===== src/rtl/alu_op_decoder.sv =====
// Decodes ALUOp/funct3/funct7 into the ALU Operation code and registers it behind a
// 2-entry skid buffer with valid/ready on both sides. The in_ready output is registered.
//
// state   | meaning
// S_EMPTY | nothing buffered, out_valid low
// S_ONE   | output register holds a request
// S_TWO   | output and skid registers both hold requests, in_ready low
module alu_op_decoder #(
  parameter int OPCODE_LENGTH = 4,
  parameter int TAG_W         = 5
) (
  input  logic                     clk,
  input  logic                     rst_n,
  input  logic                     in_valid,
  output logic                     in_ready,
  input  logic [1:0]               alu_op,
  input  logic [2:0]               funct3,
  input  logic [6:0]               funct7,
  input  logic [TAG_W-1:0]         in_tag,
  output logic                     out_valid,
  input  logic                     out_ready,
  output logic [OPCODE_LENGTH-1:0] operation,
  output logic                     illegal,
  output logic [TAG_W-1:0]         out_tag
);

  localparam logic [OPCODE_LENGTH-1:0] OP_AND = OPCODE_LENGTH'(4'b0000);
  localparam logic [OPCODE_LENGTH-1:0] OP_OR  = OPCODE_LENGTH'(4'b0001);
  localparam logic [OPCODE_LENGTH-1:0] OP_ADD = OPCODE_LENGTH'(4'b0010);
  localparam logic [OPCODE_LENGTH-1:0] OP_SLL = OPCODE_LENGTH'(4'b0100);
  localparam logic [OPCODE_LENGTH-1:0] OP_SRL = OPCODE_LENGTH'(4'b0101);
  localparam logic [OPCODE_LENGTH-1:0] OP_SRA = OPCODE_LENGTH'(4'b0111);
  localparam logic [OPCODE_LENGTH-1:0] OP_EQ  = OPCODE_LENGTH'(4'b1000);
  localparam logic [OPCODE_LENGTH-1:0] OP_ILL = OPCODE_LENGTH'(4'b1111);

  typedef enum logic [1:0] {S_EMPTY, S_ONE, S_TWO} state_t;

  state_t                     state, state_nx;
  logic [OPCODE_LENGTH-1:0]   dec_op;
  logic                       dec_ill;
  logic                       is_rtype;
  logic                       f7_std;
  logic                       in_xfer, out_xfer;
  logic                       load_out_in, load_out_skid, load_skid;
  logic [OPCODE_LENGTH-1:0]   skid_op;
  logic                       skid_ill;
  logic [TAG_W-1:0]           skid_tag;

  assign out_valid = (state != S_EMPTY);
  assign in_xfer   = in_valid & in_ready;
  assign out_xfer  = out_valid & out_ready;

  // Anything not explicitly matched stays illegal with operation 1111.
  always_comb begin
    dec_op   = OP_ILL;
    dec_ill  = 1'b1;
    is_rtype = (alu_op == 2'b10);
    f7_std   = (funct7 == 7'b0000000) || (funct7 == 7'b0100000);
    case (alu_op)
      2'b00: begin
        dec_op  = OP_ADD;
        dec_ill = 1'b0;
      end
      2'b01: begin
        if (funct3 == 3'b000) begin
          dec_op  = OP_EQ;
          dec_ill = 1'b0;
        end
      end
      default: begin
        if (!is_rtype || f7_std) begin
          case (funct3)
            3'b000: begin
              if (!is_rtype || !funct7[5]) begin
                dec_op  = OP_ADD;
                dec_ill = 1'b0;
              end
            end
            3'b111: begin
              dec_op  = OP_AND;
              dec_ill = 1'b0;
            end
            3'b110: begin
              dec_op  = OP_OR;
              dec_ill = 1'b0;
            end
            3'b001: begin
              if (is_rtype || (funct7 == 7'b0000000)) begin
                dec_op  = OP_SLL;
                dec_ill = 1'b0;
              end
            end
            3'b101: begin
              if (f7_std) begin
                dec_op  = funct7[5] ? OP_SRA : OP_SRL;
                dec_ill = 1'b0;
              end
            end
            default: ;
          endcase
        end
      end
    endcase
  end

  always_comb begin
    state_nx      = state;
    load_out_in   = 1'b0;
    load_out_skid = 1'b0;
    load_skid     = 1'b0;
    case (state)
      S_EMPTY: begin
        if (in_xfer) begin
          state_nx    = S_ONE;
          load_out_in = 1'b1;
        end
      end
      S_ONE: begin
        if (in_xfer && out_xfer) begin
          load_out_in = 1'b1;
        end else if (in_xfer) begin
          state_nx  = S_TWO;
          load_skid = 1'b1;
        end else if (out_xfer) begin
          state_nx = S_EMPTY;
        end
      end
      S_TWO: begin
        if (out_xfer) begin
          state_nx      = S_ONE;
          load_out_skid = 1'b1;
        end
      end
      default: state_nx = S_EMPTY;
    endcase
  end

  always_ff @(posedge clk or negedge rst_n) begin
    if (!rst_n) begin
      state     <= S_EMPTY;
      in_ready  <= 1'b0;
      operation <= '0;
      illegal   <= 1'b0;
      out_tag   <= '0;
      skid_op   <= '0;
      skid_ill  <= 1'b0;
      skid_tag  <= '0;
    end else begin
      state    <= state_nx;
      in_ready <= (state_nx != S_TWO);
      if (load_out_in) begin
        operation <= dec_op;
        illegal   <= dec_ill;
        out_tag   <= in_tag;
      end else if (load_out_skid) begin
        operation <= skid_op;
        illegal   <= skid_ill;
        out_tag   <= skid_tag;
      end
      if (load_skid) begin
        skid_op  <= dec_op;
        skid_ill <= dec_ill;
        skid_tag <= in_tag;
      end
    end
  end

endmodule

===== config.mk =====
export PLATFORM = sky130hd
export DESIGN_NAME = alu_op_decoder
export DESIGN_NICKNAME = d
export VERILOG_FILES = /design/src/rtl/alu_op_decoder.sv
export SDC_FILE = /design/constraint.sdc
export NUM_CORES = 1
export LEC_CHECK = 0
export BUFFER_PORTS_ARGS = -buffer_cell sky130_fd_sc_hd__buf_2
export CAP_MARGIN = 40
export CORE_MARGIN = 1.5
export CORE_UTILIZATION = 49
export CTS_BUF_LIST = sky130_fd_sc_hd__clkbuf_8
export CTS_CLUSTER_DIAMETER = 150
export DETAILED_ROUTE_END_ITERATION = 12
export GPL_TIMING_DRIVEN = 0
export PLACE_DENSITY = 0.77
export SYNTH_ARGS = -nofsm -noshare
export SYNTH_HDL_FRONTEND = slang
export SYNTH_SLANG_ARGS = --single-unit

===== constraint.sdc =====
create_clock -name clk -period 1.3 [get_ports clk]
set_input_delay 0.26 -clock clk [delete_from_list [all_inputs] [get_ports clk]]
set_output_delay 0.26 -clock clk [all_outputs]
set_load 0.1 [all_outputs]

==> metrics.csv <==
stage,metric,value,unit
power_and_ir_drop,Switching Power,0.002263,W
synth,Synth Register Bits,23,
detailed_routing,Routed Antenna Nets,0,
detailed_routing,drt pass-1 iters,4,
floorplan,Die X,54.44,um
detailed_routing,wire per inst,13.65,um
finish,Ant. Diodes,0,
detailed_routing,drt first-iter violations,15,
power_and_ir_drop,Worst VDD drop,2.042,mV
detailed_routing,DRC viols,0,
synth,syn avg cell area,8.878,um2
sta,endpoints failing hold,0,
floorplan,std cell rows,18,
power_and_ir_drop,Comb power frac,60.2,%
finish,Filler cells,196,
clocking,Clock Tree Buf Depth,2,
clocking,CTS root buf,clkbuf_8,
sta,RSZ-0062 raised after global routing,true,
floorplan,initial core utilization,51.85,%
detailed_routing,DR WL met3,109,um
clocking,"CTS clk-pin slew, worst paths",0.09,ns
detailed_routing,Max Used Layer,met4,
clocking,CTS tree,built,
sta,setup violators final,12,
synth,syn_nets,167,
synth,Yosys warnings,0,
floorplan,total I/O pin count,33,
worst_hold_path,Hold Path Class,input port to flip-flop,
critical_path,WP data required,1.04,ns
synth,Post-synth ARST share,100.0,%
sta,"Worst Setup Slack, final",-0.1246,ns
global_routing,largest net degree at the start of global routing,24,
finish,post-route cell area,1757,um2
global_routing,initial antenna violation count,0,
finish,Layout Cells excl Fill,217,
place,RePlAce Congestion,0.8716,
critical_path,CP Cell Sequence,or2_4 > buf_12,
finish,fin nets,209,
detailed_routing,Via density,5.507,
power_and_ir_drop,clock power share,10.5,%
critical_path,"Arr. time, crit path",1.16,ns
critical_path,Setup Crit Path Kind,flip-flop to primary output,
place,placed cell count,206,
sta,Slew headroom,66.84,%
critical_path,crit path max-delay cell type,dfrtp_2,
power_and_ir_drop,power per cell area,2432,nW/um2
sta,Final Slew Violations,0,
synth,top post-synthesis cells by area,"dfrtp_1, nand2_1, mux2i_1",
sta,final worst path period share,109.6,%
sta,highest clock rate,0.7020,GHz
critical_path,CP endpoint kind,primary output,
floorplan,chip height,54.44,um
synth,"count leader, synth",nand2_1,
clocking,total CTS buffers,3,
synth,Post-synth EDFFs,0,
critical_path,crit path max fanout,5,
critical_path,Max stage delay on crit path,0.46,ns
detailed_routing,M1 WL,1.342,mm
clocking,clk sinks,23,
synth,"Top FF cell, synth",dfrtp_1,
global_routing,first-pass GRT wire length,4.733,mm
detailed_routing,final WL,2.963,mm
floorplan,Core ar.,2500,um2
finish,layout cells sized above 1,37.97,%
synth,most frequent cells after synthesis,"nand2_1, dfrtp_1, o21ai_0, nor2_1, mux2i_1",
power_and_ir_drop,leak pwr,0.8644,nW
detailed_routing,Vias,1195,
finish,area grow syn2layout,35.52,%
status,status,"finished, violations left",
global_routing,number of global-route vias before repair,1101,
clocking,Worst-Skew Late Latency,0.27,ns
synth,Unique masters post-synth,42,
sta,minimum clock period,1.425,ns
place,placed wire-length estimate,2.154,mm
global_routing,grt total ovfl,0,
global_routing,GR Util All Layers,22.16,%
power_and_ir_drop,Sw Ratio,52.95,%
synth,Syn Std Cell Area,1296,um2
detailed_routing,met2 routed WL,1.487,mm
sta,Worst Tran Pin Value,0.4974,ns
critical_path,CP startpoint kind,flip-flop,
synth,"Seq/Total Area, Yosys",44.40,%
power_and_ir_drop,Int Power,0.002010,W
floorplan,die area,2963,um2
power_and_ir_drop,Flop pwr share,29.3,%
synth,Post-Synthesis Cells,146,
clocking,H-Tree Depth,1,
place,PortBufs,30,
sta,clock skew,0.006532,ns
synth,Synth top area share,44.40,%
synth,cell accounting for the most synthesized area,dfrtp_1,
run,Max Cap Violations,0,
place,placed inst area,1533,um2
status,failing checks,setup timing,
-- final timing paths --
| kind | start | end | slack, ns | depth (start not counted) |
|---|---|---|---|---|
| setup reg to reg | state[0] | illegal | -0.11 | 4 |
| hold reg to reg | skid_tag[3] | skid_tag[3] | 0.48 | 2 |
| max in group asynchronous | rst_n | in_ready | 0.44 | 2 |
| hold / removal | in_tag[3] | skid_tag[3] | 0.20 | 3 |
| setup / recovery | state[1] | out_valid | -0.12 | 2 |
| min in group asynchronous | rst_n | state[0] | 0.48 | 2 |
-- flip-flops by register name, indices dropped and copies added, names as in the netlist --
name,cells
out_tag,5
skid_tag,5
operation,4
skid_op,4
state,2
illegal,1
in_ready,1
skid_ill,1
-- routing by layer --
metal	vias to the layer above	track usage, %
met5	-	0
met2	30	40.56
met3	2	3.279
li1	592	-
met1	571	26.85
met4	0	5.833
-- layout make-up --
cell class                      instances  area, um2  share of cell area [%]
Sequential cell                        23      580.6                   33.05
Clock inverter                          1      5.005                  0.2849
Inverter                                4      15.01                  0.8547
Timing Repair Buffer                   40      292.8                   16.67
Tap cell                               30      37.54                   2.137
Multi-Input combinational cell        111      752.0                   42.81
Clock buffer                            3      41.29                   2.350
Buffer                                  5      32.53                   1.852
-- power by group through the flow --
stage,sequential (W),combinational (W),clock [W]
2_1_floorplan,0.00238,0.000733,0
3_3_place_gp,0.00123,0.00223,0
3_5_place_dp,0.00124,0.00227,0
4_1_cts,0.00124,0.00251,0.000450
5_1_grt,0.00130,0.00273,0.000476
6_report,0.00125,0.00257,0.000447
-- timing repair --
| action | in CTS | in global routing |
|---|---|---|
| setup buffers | 8 | 1 |
| pin swaps | 6 | 7 |
| hold endpoints to repair | 23 | 0 |
| endpoints found under the setup margin | 29 | 16 |
| hold buffers | 1 | 0 |
| resized for setup | 19 | 13 |
-- cells in the final DEF (no fill, tap or decap), types with 2 or more instances in the layout --
cell	synthesis	routed
or2_4	0	2
o21ai_0	12	11
buf_12	0	2
mux2i_1	7	7
nor2_1	8	5
a221o_1	2	2
dfrtp_1	23	21
a311oi_2	0	2
nor2_4	0	3
a21oi_1	3	3
buf_4	0	16
nand2b_1	4	3
nand2_1	35	33
clkbuf_4	0	3
buf_2	3	19
nand3_1	4	4
clkbuf_8	0	3
a22oi_1	2	2
nor3_4	0	2
nand4b_1	2	2
inv_1	4	4
buf_6	1	3
o21ai_1	2	3
nand2_4	0	2
-- cells by family after synthesis --
group	synth area share [%]
buf+inv	4.439
xor+xnor	1.352
flops	44.40
simple gates	27.22
mux	5.406
compound gates	17.18
-- critical path: cells and delay by family, from the launching register on --
kind	cells	cell delay, ns
flip-flops	1	0.46
buffers and inverters	1	0.16
AND/OR/NAND/NOR	1	0.27
-- through the flow --
stage | utilization (%) | total power, W | setup TNS [ns] | worst slack, ns | hold WS, ns
after global routing | 70.27 | 0.004506 | -1.567 | -0.1832 | 0.2079
after detailed placement | 61.31 | 0.003509 | -3.696 | -0.3619 | 0.2540
after floorplan | - | 0.003115 | -2.284 | -0.2318 | -0.03559
final | 70.27 | 0.004273 | -0.7337 | -0.1246 | 0.1990
after CTS | 67.92 | 0.004205 | -1.015 | -0.1311 | 0.1994
after global placement | 61.31 | 0.003455 | -3.052 | -0.3108 | 0.2464
Power figures use the tool's default switching activity.
